==> src/rtl/mem_access_pkg.sv <==
// Shared state encoding and default widths for mem_access_ctrl.
package mem_access_pkg;

    localparam int AW_DEF    = 4;
    localparam int DW_DEF    = 4;
    localparam int DEPTH_DEF = 16;

    typedef enum logic [2:0] {
        IDLE    = 3'd0,
        ISSUE_W = 3'd1,
        ISSUE_R = 3'd2,
        WAIT    = 3'd3,
        RESP    = 3'd4,
        CLEAR   = 3'd5
    } state_e;

endpackage

==> src/rtl/mem_access_ctrl.sv <==
// Single-word request/response front end driving the 16x4 storage array pins.
// Zero-sweep clear sequencer is built only when MEM_ACCESS_CTRL_CLEAR_EN is defined.
module mem_access_ctrl
    import mem_access_pkg::*;
#(
    parameter int AW    = AW_DEF,
    parameter int DW    = DW_DEF,
    parameter int DEPTH = DEPTH_DEF
) (
    input  logic          clk,
    input  logic          rst,
    input  logic          req_valid,
    output logic          req_ready,
    input  logic          req_we,
    input  logic [AW-1:0] req_addr,
    input  logic [DW-1:0] req_wdata,
    output logic          rsp_valid,
    input  logic          rsp_ready,
    output logic [DW-1:0] rsp_rdata,
    input  logic          clr_start,
    output logic          busy,
    output logic          mem_cs,
    output logic          mem_wrt,
    output logic          mem_rd,
    output logic [AW-1:0] mem_addr,
    output logic [DW-1:0] mem_wdata,
    input  logic [DW-1:0] mem_rdata
);

    state_e        state_q, state_d;
    logic          accept_s;
    logic [AW-1:0] lat_addr_q, lat_addr_d;
    logic [DW-1:0] lat_wdata_q, lat_wdata_d;
    logic [DW-1:0] rsp_rdata_q, rsp_rdata_d;

    logic          req_ready_q, req_ready_d;
    logic          rsp_valid_q, rsp_valid_d;
    logic          busy_q, busy_d;
    logic          mem_cs_q, mem_cs_d;
    logic          mem_wrt_q, mem_wrt_d;
    logic          mem_rd_q, mem_rd_d;
    logic [AW-1:0] mem_addr_q, mem_addr_d;
    logic [DW-1:0] mem_wdata_q, mem_wdata_d;

`ifdef MEM_ACCESS_CTRL_CLEAR_EN
    localparam int            DEPTH_M1 = DEPTH - 32'sd1;
    localparam logic [AW-1:0] CLR_LAST = AW'(DEPTH_M1);
    logic [AW-1:0] clr_cnt_q, clr_cnt_d;
`else
    logic unused_clr_start_s;
    assign unused_clr_start_s = clr_start;
`endif

    // State register.
    always_ff @(posedge clk or posedge rst) begin
        if (rst) begin
            state_q <= IDLE;
        end else begin
            state_q <= state_d;
        end
    end

    // Next-state logic; req_ready_q gates IDLE so nothing is taken in the first cycle after reset.
    always_comb begin
        state_d  = state_q;
        accept_s = 1'b0;
        case (state_q)
            IDLE: begin
                if (!req_ready_q) begin
                    state_d = IDLE;
`ifdef MEM_ACCESS_CTRL_CLEAR_EN
                end else if (clr_start) begin
                    state_d = CLEAR;
`endif
                end else if (req_valid) begin
                    accept_s = 1'b1;
                    state_d  = req_we ? ISSUE_W : ISSUE_R;
                end else begin
                    state_d = IDLE;
                end
            end
            ISSUE_W: state_d = IDLE;
            ISSUE_R: state_d = WAIT;
            WAIT:    state_d = RESP;
            RESP: begin
                if (rsp_ready) begin
                    state_d = IDLE;
                end else begin
                    state_d = RESP;
                end
            end
            CLEAR: begin
`ifdef MEM_ACCESS_CTRL_CLEAR_EN
                if (clr_cnt_q == CLR_LAST) begin
                    state_d = IDLE;
                end else begin
                    state_d = CLEAR;
                end
`else
                state_d = IDLE;
`endif
            end
            default: state_d = IDLE;
        endcase
    end

    // Request latch, read-data capture and clear address counter.
    always_comb begin
        if (accept_s) begin
            lat_addr_d  = req_addr;
            lat_wdata_d = req_wdata;
        end else begin
            lat_addr_d  = lat_addr_q;
            lat_wdata_d = lat_wdata_q;
        end
        if (state_q == WAIT) begin
            rsp_rdata_d = mem_rdata;
        end else begin
            rsp_rdata_d = rsp_rdata_q;
        end
`ifdef MEM_ACCESS_CTRL_CLEAR_EN
        if ((state_q == CLEAR) && (clr_cnt_q != CLR_LAST)) begin
            clr_cnt_d = clr_cnt_q + {{(AW-1){1'b0}}, 1'b1};
        end else begin
            clr_cnt_d = {AW{1'b0}};
        end
`endif
    end

    // Outputs are decoded from the next state so that they come straight off flops.
    always_comb begin
        req_ready_d = 1'b0;
        rsp_valid_d = 1'b0;
        busy_d      = 1'b1;
        mem_cs_d    = 1'b0;
        mem_wrt_d   = 1'b0;
        mem_rd_d    = 1'b0;
        mem_addr_d  = {AW{1'b0}};
        mem_wdata_d = {DW{1'b0}};
        case (state_d)
            IDLE: begin
                req_ready_d = 1'b1;
                busy_d      = 1'b0;
            end
            ISSUE_W: begin
                mem_cs_d    = 1'b1;
                mem_wrt_d   = 1'b1;
                mem_addr_d  = lat_addr_d;
                mem_wdata_d = lat_wdata_d;
            end
            ISSUE_R, WAIT: begin
                mem_cs_d   = 1'b1;
                mem_rd_d   = 1'b1;
                mem_addr_d = lat_addr_d;
            end
            RESP: begin
                rsp_valid_d = 1'b1;
            end
            CLEAR: begin
`ifdef MEM_ACCESS_CTRL_CLEAR_EN
                mem_cs_d   = 1'b1;
                mem_wrt_d  = 1'b1;
                mem_addr_d = clr_cnt_d;
`else
                busy_d = 1'b0;
`endif
            end
            default: begin
                busy_d = 1'b0;
            end
        endcase
    end

    // Datapath and output registers; reset drops every strobe immediately.
    always_ff @(posedge clk or posedge rst) begin
        if (rst) begin
            lat_addr_q  <= {AW{1'b0}};
            lat_wdata_q <= {DW{1'b0}};
            rsp_rdata_q <= {DW{1'b0}};
            req_ready_q <= 1'b0;
            rsp_valid_q <= 1'b0;
            busy_q      <= 1'b0;
            mem_cs_q    <= 1'b0;
            mem_wrt_q   <= 1'b0;
            mem_rd_q    <= 1'b0;
            mem_addr_q  <= {AW{1'b0}};
            mem_wdata_q <= {DW{1'b0}};
        end else begin
            lat_addr_q  <= lat_addr_d;
            lat_wdata_q <= lat_wdata_d;
            rsp_rdata_q <= rsp_rdata_d;
            req_ready_q <= req_ready_d;
            rsp_valid_q <= rsp_valid_d;
            busy_q      <= busy_d;
            mem_cs_q    <= mem_cs_d;
            mem_wrt_q   <= mem_wrt_d;
            mem_rd_q    <= mem_rd_d;
            mem_addr_q  <= mem_addr_d;
            mem_wdata_q <= mem_wdata_d;
        end
    end

`ifdef MEM_ACCESS_CTRL_CLEAR_EN
    // Clear counter; an interrupted sweep restarts from address 0.
    always_ff @(posedge clk or posedge rst) begin
        if (rst) begin
            clr_cnt_q <= {AW{1'b0}};
        end else begin
            clr_cnt_q <= clr_cnt_d;
        end
    end
`endif

    assign req_ready = req_ready_q;
    assign rsp_valid = rsp_valid_q;
    assign rsp_rdata = rsp_rdata_q;
    assign busy      = busy_q;
    assign mem_cs    = mem_cs_q;
    assign mem_wrt   = mem_wrt_q;
    assign mem_rd    = mem_rd_q;
    assign mem_addr  = mem_addr_q;
    assign mem_wdata = mem_wdata_q;

endmodule

==> config.mk <==
export PLATFORM = sky130hd
export DESIGN_NAME = mem_access_ctrl
export DESIGN_NICKNAME = d
export VERILOG_FILES = /design/src/rtl/mem_access_pkg.sv /design/src/rtl/mem_access_ctrl.sv
export SDC_FILE = /design/constraint.sdc
export NUM_CORES = 1
export LEC_CHECK = 0
export ABC_AREA = 1
export CAP_MARGIN = 10
export CORE_MARGIN = 2
export CORE_UTILIZATION = 28
export CTS_BUF_LIST = sky130_fd_sc_hd__clkbuf_2
export CTS_CLUSTER_SIZE = 10
export DETAILED_ROUTE_END_ITERATION = 8
export DONT_BUFFER_PORTS = 1
export GPL_TIMING_DRIVEN = 0
export PLACE_DENSITY_LB_ADDON = 0.05
export SETUP_SLACK_MARGIN = 0.1
export SLEW_MARGIN = 0
export SYNTH_ARGS = -nofsm -noshare
export SYNTH_HDL_FRONTEND = slang
export SYNTH_SLANG_ARGS = --single-unit
export TNS_END_PERCENT = 30
==> constraint.sdc <==
create_clock -name clk -period 3.5 [get_ports clk]
set_clock_uncertainty 0.1 [all_clocks]
set_input_delay 0.875 -clock clk [delete_from_list [all_inputs] [get_ports clk]]
set_output_delay 0.875 -clock clk [all_outputs]
set_load 0.005 [all_outputs]
* Word-level counts from Yosys, hierarchy flattened
Index checks and enable logic that the tools add are counted.
W data, S select, Z words.
** Cells by class
- Equality and inequality tests :: 7
- Multiplexer cells :: 18
- Reduce and logical (&&, ||, !) cells :: 5
** Operators by type and width (number)
- $mux W4 :: 4
- $eq A3 B2 Y1 const B :: 4
- $pmux W3 S4 :: 1
- $mux W1 :: 9
- $eq A3 B3 Y1 const B :: 2
- $logic_not A3 Y1 :: 2
- $mux W2 :: 3
- $reduce_or A4 Y1 :: 1
- $eq A3 B1 Y1 const B :: 1
- $mux W3 :: 1
- $reduce_or A3 Y1 :: 1
- $reduce_or A2 Y1 :: 1
** Storage, ports and cells
- Flip-flop bits (word level) :: 29
- Input bits :: 18
- Output and inout port bits :: 18
- Word-level logic and storage cells :: 42

* Longest topological paths before layout
Gate-level depths: netlist of the first run.
- Depth after elaboration :: 7
- Depth in mapped cells :: 7
- Depth with buffers taken out :: 6

* Worst setup path before layout of the first run
No wires, ideal clock.
- Path type :: in2reg
- Start point :: input req_valid
- End point :: register mem_wdata_q[0] (netlist: mem_wdata[0])
- Library setup time :: 0.072 ns
- Arrival :: 1.434 ns
- Data required time :: 3.328 ns
- Slack :: 1.894 ns
- Stages on the path :: 7
- Path buffers :: 1
- Cell sequence :: nand2_1 inv_4 nand3_2 buf_6 nand2_2 nand2_1 nor2_1
** Between the ends
- Longest elaborated chain between the ends :: 5
- Elaborated cells between the ends (all ways) :: 9
- Those cells by class :: eq/ne (1); mux (8)
** RTL lines
- start, declared :: line mem_access_ctrl.sv:12 : input logic req_valid,
- $mux W2 / $mux W1 (equally long branches) :: line mem_access_ctrl.sv:75 : end else if (req_valid) begin
- $mux W2 / $mux W1 (equally long branches) :: line mem_access_ctrl.sv:69 : if (!req_ready_q) begin
- $pmux W3 S4 / $mux W1 (equally long branches) :: line mem_access_ctrl.sv:67 : case (state_q)
- $eq A3 B1 Y1 / $mux W4 (equally long branches) :: line mem_access_ctrl.sv:140, mem_access_ctrl.sv:109
- $mux W4 * :: line mem_access_ctrl.sv:140 : case (state_d)
- net mem_wdata_d[0] :: line mem_access_ctrl.sv:43 : logic [DW-1:0] mem_wdata_q, mem_wdata_d;
- end signal, assigned :: line mem_access_ctrl.sv:187 : mem_wdata_q <= {DW{1'b0}};
- end signal, assigned :: line mem_access_ctrl.sv:199 : mem_wdata_q <= mem_wdata_d;
- end, declared :: line mem_access_ctrl.sv:43
The timed path passes the listed nets; every way through them passes the cells marked *.
A chain may end at the register's enable or synchronous reset.

* Worst setup path in the final report of the first run
- Start point :: register rsp_rdata_q[3] (netlist: rsp_rdata[3])
- End point :: output rsp_rdata[3]
** RTL lines
- start, declared :: line mem_access_ctrl.sv:34 : logic [DW-1:0] rsp_rdata_q, rsp_rdata_d;
- start signal, assigned :: line mem_access_ctrl.sv:179 : rsp_rdata_q <= {DW{1'b0}};
- start signal, assigned :: line mem_access_ctrl.sv:191 : rsp_rdata_q <= rsp_rdata_d;
- end, declared :: line mem_access_ctrl.sv:19 : output logic [DW-1:0] rsp_rdata,
No word-level cell between the ends.

==> metrics list, run 1 <==
- Via/cell ratio: 4.256
- Clock H-tree levels: 2
- STA puts the critical path data required time at 2520 ps.
* Vertical die dimension: 68.78 um
- The worst path uses 50.02% of the clock period.
* Vias in the first global route: 778
* Die span in x: 68.78 um
- PD cells: 811.4 nW/um^2
- Total overflow reported by the global router: 0
- 0 antenna diodes ended up in the layout.
- Post-synthesis average cell area: 9.710 um^2
* Buffer cell driving the clock tree root: clkbuf_2
- Met3 Usage GRT: 4.383%
* Post-DP HPWL: 1480 um
- Minimum clock period: 1751 ps
- The floorplan step defined a die boundary enclosing 4730 um^2.
- CTS Hold Buffers Added: 0
- Global-route met1 utilization: 14.26%
* Boundary pin count: 36
* Most frequent standard cell in the layout excluding fill and tap cells: dfrtp_1
- Worst min-delay path category: input pin to asynchronous set/reset pin
- IR analysis of the VDD net gives a maximum drop of 244.0 uV.
* FF-to-FF Start: state_q[1]$_DFF_PP0_
* Number of buffers inserted to repair setup after CTS: 0
- For this configuration, the core starts out at a cell density of 29.16%.
* Clock buffer count from CTS: 5
* Max-capacitance violation count: 0
* Met2 usage: 16.95%
- Worst Tran Pin Value: 492.6 ps
* Routed wire length per instance: 12.89 um
- Number of warning messages in the yosys log: 0
- TritonCTS built the clock tree.
- Placeable core region: 4029 um^2
* Maximum fanout along the worst path: 2
* Highest-utilization routing layer at the global route stage: met2
* Kind of launch point of the worst setup path: flip-flop
* Routability-driven placement congestion ratio: 0.6466
- Final Hold Viols: 0
- The setup check on the worst reg-to-reg path leaves a slack of 2230 ps.
* Post-synth net total: 139
* Setup CP Type: flip-flop to output pin
* Run status: complete, no violations
* Cells after Synth: 121
* Starting DRT DRC Count: 30
- Initial antenna violation count: 0
- Buffers from clock root to sink, at most: 2
* Post-synthesis cell type count: 17
* RSZ-0062 raised after global routing: false
- Clock-pin slew on the worst setup and hold paths: 140 ps
* Share of post-route cells with drive strength above 1: 28.46%
* Top library cells by usage in the layout, fill and taps aside: dfrtp_1, inv_1, nand2_1
- Final nets: 147
* Gr usage total: 11.58%
* # port buffers: 0
- After detailed routing, the number of remaining DRC violations is 0.
* Number of vias after detailed routing: 766
- For this design the static power due to leakage is 0.7283 nW.
- Post-DRT Antenna Nets: 0
- Final setup vio count: 0
* Register bit count reported by yosys: 29
* Total negative slack for setup checks: 0 ps
- In this run the cell area measured after placement is 1237 um^2.
- In this run, post-CTS repair resized a total of 0 instances.
- Core Rows: 23
- The first global-routing pass estimated 3760 um of wire.
- Headroom to the max-slew limit came out at 67.12%.
- Data on the critical path arrives at its endpoint at 780 ps.
* Finished Cell Area: 1305 um^2
- Worst reg2reg path depth: 4
- Relative to the synthesized area, the layout overhead comes to 11.08%.
- For this run, the top clock speed supported by timing is 0.5712 GHz.
- Fin. max-slew vios: 0
- Later-pin clock latency in the skew report: 350 ps
- Largest net degree at the start of global routing: 30
* Sequential fraction of the synthesis area: 61.77%
- TritonCTS Sinks: 29
* First drt pass iteration count: 4
* Category of the worst setup path capture point: output pin
- Wirelength, routed: 2321 um
* Cell area after synthesis: 1175 um^2
* Capturing point of the worst reg2reg path: mem_wdata[1]$_DFF_PP0_
## how the worst max path moves through the flow
stage / endpoint / start / slack (ps) / depth (start not counted)
floorplan: mem_wdata[0]$_DFF_PP0_ / req_valid / 1890 / 7
finish: rsp_rdata[3] / rsp_rdata[3]$_DFFE_PP0P_ / 1750 / 0
detailed placement: mem_wdata[1]$_DFF_PP0_ / rst / 1540 / 1
global route: rsp_rdata[0] / rsp_rdata[0]$_DFFE_PP0P_ / 1690 / 0
global placement: mem_wdata[1]$_DFF_PP0_ / rst / 1520 / 1
CTS: rsp_rdata[3] / rsp_rdata[3]$_DFFE_PP0P_ / 1720 / 0
## stage by stage
step	utilization (%)	total power [mW]	hold slack, ps	std cells	worst slack [ps]
finish	32.39	1.059	310.3	180	1749
global route	32.39	1.161	302.6	180	1686
CTS	31.71	1.075	448.3	179	1716
detailed placement	30.71	0.8978	415.1	171	1538
global placement	30.71	0.8946	408.1	171	1521
floorplan	-	0.8163	382.1	121	1894
## power by group
part / internal, mW / leakage (nW) / total, mW / switching, mW
clock network: 0.0590 / 0.0332 / 0.170 / 0.111
registers: 0.465 / 0.358 / 0.534 / 0.0695
logic: 0.124 / 0.337 / 0.355 / 0.231
total: 0.647 / 0.728 / 1.06 / 0.412
## per-layer routing
layer	wire length, um	share of wire [%]
met5	0	0
met4	49	2.1
met3	180	7.8
met2	988	43
met1	1103	48
## synthesized netlist by cell type (all sizes together)
| cell | count | area share (%) |
|---|---|---|
| buf | 3 | 2.2 |
| clkinv | 1 | 0.32 |
| dfrtp | 29 | 62 |
| inv | 33 | 11 |
| nand2 | 26 | 10 |
| nand3 | 2 | 1.3 |
| nand3b | 1 | 0.64 |
| nand4 | 9 | 6.1 |
| nor2 | 11 | 3.9 |
| o21ai | 6 | 2.6 |
## layout make-up
class | count | area (um^2)
Clock buffer | 8 | 40.04
Timing Repair Buffer | 1 | 27.53
Buffer | 3 | 26.28
Fill cell | 440 | 2724
Tap cell | 50 | 62.56
Inverter | 34 | 130.1
Multi-Input combinational cell | 55 | 292.8
Sequential cell | 29 | 725.7
## registers in the layout, indices dropped and copies added (netlist names)
register and count:
mem_wrt 1, lat_wdata_q 4, mem_cs 1, req_ready 1
state_q 3, busy 1, rsp_rdata 4, rsp_valid 1
mem_addr 4, mem_rd 1, lat_addr_q 4, mem_wdata 4
## cell families after synthesis
logic type	after synthesis	synth area share (%)
DFF	29	61.77
AOI/OAI and AO/OA	6	2.556
and+or+nand+nor	49	22.36
buffers and inverters	37	13.31
(Power assumes the default switching activity.)
==> run 2, diff against run 1 <==
- clock period: 3.5 -> 1.8 ns (I/O delays scaled with it)
==> run 2 against run 1 <==
Hold slack worse by 240 ps. Via count rose by 0.39%. Critical endpoint unchanged. Final cell count up 0.56%. Core utilization rose by 0.25 points. Combinational power is 95% higher. Sequential share of layout area fell by 0.42 points. Die area unchanged. Non-clock buffer count grew 1. Total power increased by 95%.
==> metrics list, run 2 (same netlist as run 1, synthesis figures left out) <==
* Max-capacitance violation count: 0
* Number of buffers inserted to repair setup after CTS: 0
- Of the cells placed in the final design, the portion with a size suffix greater than 1 is 28.24%.
* Global-route wire length before repair: 3760 um
- At the end of the flow the core is filled with cells to 32.64%.
- Initial cell density of the core: 29.16%
- After clock tree synthesis, the repair step resized 0 gates.
* Kind of launch point of the worst setup path: flip-flop
* Initial antenna violation count: 0
- Crit share post-route: 73.66%
- The placed instances occupy a cell area of 1237 um^2.
- Boundary pin count: 36
- Row generation in the floorplan step produced 23 rows.
- Setup violations remaining at the end of the flow were counted as 0.
- For this design, the CTS-stage hold fixing added 0 buffers.
- Fin. max-slew vios: 0
- Slew headroom: 67.05%
- Compared with the post-synthesis result, the final layout area differs by 11.93%.
- Run status: complete, no violations
- Buffers placed on the I/O ports in this run total 0.
- In the global route stage, overall resource usage came out at 11.58%.
* Standby leakage power: 0.7325 nW
* Post-route worst hold slack: 70.72 ps
- Endpoint arrival time on the critical path: 780 ps
- Worst slack at placement: 262.6 ps
- Routed wire length per instance: 12.84 um
* Die outline area: 4730 um^2
* Final Hold Viols: 0
- The smallest clock period supported by the final layout is computed as 1326 ps.
- Achievable clock frequency: 0.7542 GHz
* Wirelength, routed: 2324 um
* Vias in the first global route: 778
- Post-DRT Antenna Nets: 0
- From bottom edge to top edge, the die measures 68.78 um.
- Routability-driven placement congestion ratio: 0.6466
- Across all register-to-register paths, the minimum setup slack is 530 ps.
* Clock H-tree levels: 2
* Clock-pin slew on the worst setup and hold paths: 140 ps
- PD cells: 1567 nW/um^2
* TritonCTS Sinks: 29
- In the routed design, unresolved DRC markers number 0.
- The repair_antennas step left the layout with diodes totalling 0.
* Worst reg2reg path depth: 4
- Peak VDD IR: 474.4 uV
- Final nets: 148
- Capturing point of the worst reg2reg path: mem_wdata[1]$_DFF_PP0_
* Cell Count Post-Placement: 171
- Buffer cell driving the clock tree root: clkbuf_2
- The first TritonRoute pass finished after 4 iterations.
- Post-DP HPWL: 1480 um
* Overall power consumption: 2.061 mW
- The library cells used most frequently in the layout, excluding fill and tap cells, are dfrtp_1, inv_1, nand2_1.
* CTS tree: built
- For hold timing, the worst endpoint is state_q[1]$_DFF_PP0_.
* Buffers from clock root to sink, at most: 2
* Setup CP Type: flip-flop to output pin
- Die span in x: 68.78 um
* FF-to-FF Start: state_q[1]$_DFF_PP0_
- In the final timing run, aggregate negative setup slack is 0 ps.
* Critical hold path startpoint: req_we
- Global routing finished with a remaining overflow of 0.
- Setup repair after global routing left no endpoint under its margin.
- Via/cell ratio: 4.249
* Worst Tran Pin Value: 493.6 ps
- The floorplan step defined a core boundary enclosing 4029 um^2.
- Filler cell count in the final layout: 440
- After the first detailed-routing iteration, the DRC count stood at 34.
- The library cell used most frequently in the layout, excluding fill and tap cells, is dfrtp_1.
- Of all nets on the critical path, the largest fanout is 2.
- Finished Cell Area: 1315 um^2
- Worst min-delay path category: input pin to flip-flop
- Summing over every cut layer, the via total after detailed routing is 769.
* Hold Path Stages: 1
- Category of the worst setup path capture point: output pin
* Clock buffer count from CTS: 5
- Endpoint required time on the critical path: 1250 ps
* Fin cells: 181
- Largest net degree at the start of global routing: 30
* Final setup margin: 474.2 ps
- For the worst-skew pair, the clock arrives at the later sink with an insertion delay of 350 ps.
-- run 2: cell types whose count changed in the layout (fill, tap and decap cells not counted), sizes merged --
cell | previous run | this run
dlygate4sd3 | 0 | 1
-- run 2: worst max-delay path by stage --
stage | start | endpoint | slack, ps | cells past startpoint
3_3_place_gp | rst | mem_wdata[1]$_DFF_PP0_ | 250 | 1
4_1_cts | rsp_rdata[3]$_DFFE_PP0P_ | rsp_rdata[3] | 440 | 0
3_5_place_dp | rst | mem_wdata[1]$_DFF_PP0_ | 260 | 1
6_report | rsp_rdata[3]$_DFFE_PP0P_ | rsp_rdata[3] | 470 | 0
5_1_grt | req_ready$_DFF_PP0_ | mem_addr[0]$_DFF_PP0_ | 370 | 6
2_1_floorplan | req_valid | mem_wdata[0]$_DFF_PP0_ | 620 | 7
-- run 2: power breakdown --
part / total, mW / switching, mW / internal [mW] / leakage, nW
registers: 1.04 / 0.135 / 0.904 / 0.358
logic: 0.692 / 0.450 / 0.242 / 0.341
clock network: 0.330 / 0.215 / 0.115 / 0.0332
total: 2.06 / 0.801 / 1.26 / 0.732
-- run 2: layout make-up --
cell class	count	area, um^2	share of cell area [%]
sequential	29	725.7	55.19
multi-input combinational	55	292.8	22.26
inverter	34	130.1	9.895
tap	50	62.56	4.757
clock buffer	8	40.04	3.045
timing repair buffer	2	37.54	2.854
buffer	3	26.28	1.998
-- run 2: metal layers --
metal / vias up / routed length [um] / track usage, %
met2: 29 / 987 / 16.95
met1: 357 / 1107 / 14.26
met4: 0 / 49 / 7.353
li1: 377 / - / -
met5: - / 0 / 0
met3: 6 / 180 / 4.383
==> run 3, diff against run 2 <==
- clock period: 1.8 -> 1.15 ns (I/O delays scaled with it)
==> run 3 against run 2 <==
The flow now finishes with violations (setup timing). Sequential cell count is the same. Via count grew 3.6%. First-iteration DRC count shrank 38%. Total power grew 70%. Largest power group unchanged. Global-route usage grew 0.66 points.
==> metrics list, run 3 (same netlist as run 1, synthesis figures left out) <==
* Run status: finished with violations
* Failing checks: setup timing
- Combinational fraction of design power: 38.9%
- Cell Count Post-Placement: 171
* Worst min-delay path category: input pin to flip-flop
- Crit share post-route: 104.1%
* Top library cells by usage in the layout, fill and taps aside: dfrtp_1, inv_1, nand2_1
- Largest net degree at the start of global routing: 30
* Critical path, cell by cell: nor2_4 -> nand3_2 -> buf_6 -> nand2_2 -> nand2_1 -> nor2_1
* Via/cell ratio: 4.108
- For the worst setup path, the data arrival time is 1390 ps.
- For this run, the post-layout net count is 161.
- On the worst path, the slowest cell contributes a delay of 440 ps.
- The number of antenna violations at the first check in global routing came to 0.
* Worst Tran Pin Value: 573.5 ps
* Vias in the first global route: 844
* Filler cell count in the final layout: 427
* # port buffers: 0
- Later-pin clock latency in the skew report: 360 ps
- The count of nets left with antenna violations once routing finished came out at 0.
* Setup CP Type: flip-flop to flip-flop
* Post-DP HPWL: 1495 um
* Max-capacitance violation count: 0
- First drt pass iteration count: 3
* Buffer cell driving the clock tree root: clkbuf_2
- Together, buffers and inverters on the worst path number 1.
* Most frequent standard cell in the layout excluding fill and tap cells: dfrtp_1
- Core Rows: 23
- Buffers inserted during clock tree synthesis total 5.
- After clock tree synthesis, the clock-pin slew on the worst setup and hold paths is 160 ps.
- The routed layout has 797 vias.
* Setup slack, reg-to-reg: -50 ps
* Starting DRT DRC Count: 21
- On the critical path the largest part of the delay comes from flip-flops.
* Switching power: 1.356 mW
- After detailed routing, the average wire length per cell comes to 12.17 um.
- Counting cells, the worst reg-to-reg path comes to 6.
- Across all setup checks in the final design, the least slack found is -47.21 ps.
- The first global-routing pass estimated 3995 um of wire.
* Share of post-route cells with drive strength above 1: 32.64%
- 36 I/O pins were placed.
- The H-tree was split into 2 levels.
- Kind of launch point of the worst setup path: flip-flop
* Placeable core region: 4029 um^2
* Buffers from clock root to sink, at most: 2
- PD cells: 2346 nW/um^2
* Crit-path slowest cell: dfrtp_1
- Slew headroom: 61.72%
- Excluding fillers, the count of instances in the completed layout stands at 194.
* Fin. max-slew vios: 0
- Peak VDD IR: 600.6 uV
- Along the worst hold path, the cell count comes to 4.
- Setup violations remaining at the end of the flow were counted as 35.
- Setup repair after global routing could not meet its margin everywhere.
- TritonCTS built the clock tree.
- Minimum clock period: 1197 ps
- Initial cell density of the core: 29.16%
- Category of the worst setup path capture point: flip-flop
- Antenna diode count: 0
- DRC violation count after routing: 0
* Achievable clock frequency: 0.8353 GHz
* Vertical die dimension: 68.78 um
- Overall power consumption: 3.495 mW
- Stages on worst setup path: 6
* Wirelength, routed: 2361 um
- Switching power share of the total: 38.79%
- The internal power of the cells totals 2.140 mW.
- For this design, the sink count on the clock tree is 29.
* Die span in x: 68.78 um
- The die covers 4730 um^2.
* Maximum fanout along the worst path: 10
- The analysis attributes to cell leakage a power of 0.8032 nW.
- Routability-driven placement congestion ratio: 0.6568
* Growth of design area from synthesis to finish: 26.84%
- Register share of total power: 46.8%
- The clock network accounts for 14.2% of the total power.
- After global routing the overflow that remains totals 0.
- Global routing consumed, over all layers together, 12.24% of the routing resources.
* Endpoint required time on the critical path: 1340 ps
- The number of endpoints with negative hold slack in the final report came to 0.
## run 3: cell count changes in the layout (fill, tap and decap cells not counted), moves of 2 or more
cell	delta
nor2_4	+2
buf_4	+2
nor2_2	-2
clkinv_1	+2
clkbuf_2	-3
dlygate4sd3_1	+6
nand2_2	+2
buf_12	+2
nand2_1	-2
## run 3: final timing paths
| kind | start | end |
|---|---|---|
| max reg2reg | state_q[0]$_DFF_PP0_ | mem_wdata[2]$_DFF_PP0_ |
| min reg2reg | rsp_rdata[1]$_DFFE_PP0P_ | rsp_rdata[1]$_DFFE_PP0P_ |
| min | req_addr[0] | lat_addr_q[0]$_DFF_PP0_ |
| min in group asynchronous | rst | req_ready$_DFF_PP0_ |
| max | state_q[0]$_DFF_PP0_ | mem_wdata[2]$_DFF_PP0_ |
| max in group asynchronous | rst | lat_wdata_q[3]$_DFF_PP0_ |
## run 3: area by class of cell
type | count | area [um^2] | area share, %
timing repair buffer | 15 | 172.7 | 11.59
multi-input combinational | 55 | 320.3 | 21.49
buffer | 3 | 37.54 | 2.519
clock buffer | 5 | 25.02 | 1.679
sequential | 29 | 726.9 | 48.78
tap | 50 | 62.56 | 4.198
inverter | 34 | 132.6 | 8.900
clock inverter | 3 | 12.51 | 0.8396
## run 3: metal layers
metal  share of wire (%)  routed length [um]  global-route usage, %  vias up
li1                    -                   -                      -      400
met1                  46                1092                  14.98      367
met2                  44                1045                  18.27       25
met3                 7.5                 176                  5.519        5
met4                 2.0                  47                  5.882        0
met5                   0                   0                      0        -
## run 3: tightest hold or removal path, cell delays in order
cell	delay, ps
inv_1	20
nand4_1	70
nand2_1	60
inv_1	50
## run 3: per-stage QoR
| stage | hold slack (ps) | setup WS, ps | utilization [%] | instance area [um^2] | TNS [ps] |
|---|---|---|---|---|---|
| after floorplan | 265.6 | 54.61 | - | 1185 | 0 |
| after detailed placement | 294.8 | -260.4 | 30.96 | 1247 | -8846 |
| final | 41.27 | -47.21 | 36.99 | 1490 | -602.0 |
| after global placement | 286.3 | -239.5 | 30.96 | 1247 | -8061 |
| after global routing | 24.22 | -177.9 | 36.99 | 1490 | -3911 |
| after CTS | 17.82 | -64.29 | 35.65 | 1436 | -1419 |
## run 3: power by group through the flow
stage | Combinational, mW | Sequential (mW) | Clock [mW]
2_1_floorplan | 0.901 | 1.61 | 0
3_3_place_gp | 1.09 | 1.65 | 0
3_5_place_dp | 1.11 | 1.66 | 0
4_1_cts | 1.34 | 1.64 | 0.522
5_1_grt | 1.58 | 1.69 | 0.575
6_report | 1.36 | 1.64 | 0.497
## run 3: timing repair
action	in CTS	in global routing
endpoints found under the hold margin	11	12
gates resized for setup	7	2
pin swaps	0	3
buffers inserted	5	1
hold buffers	6	1
cloned	1	0
setup endpoints to repair	47	47
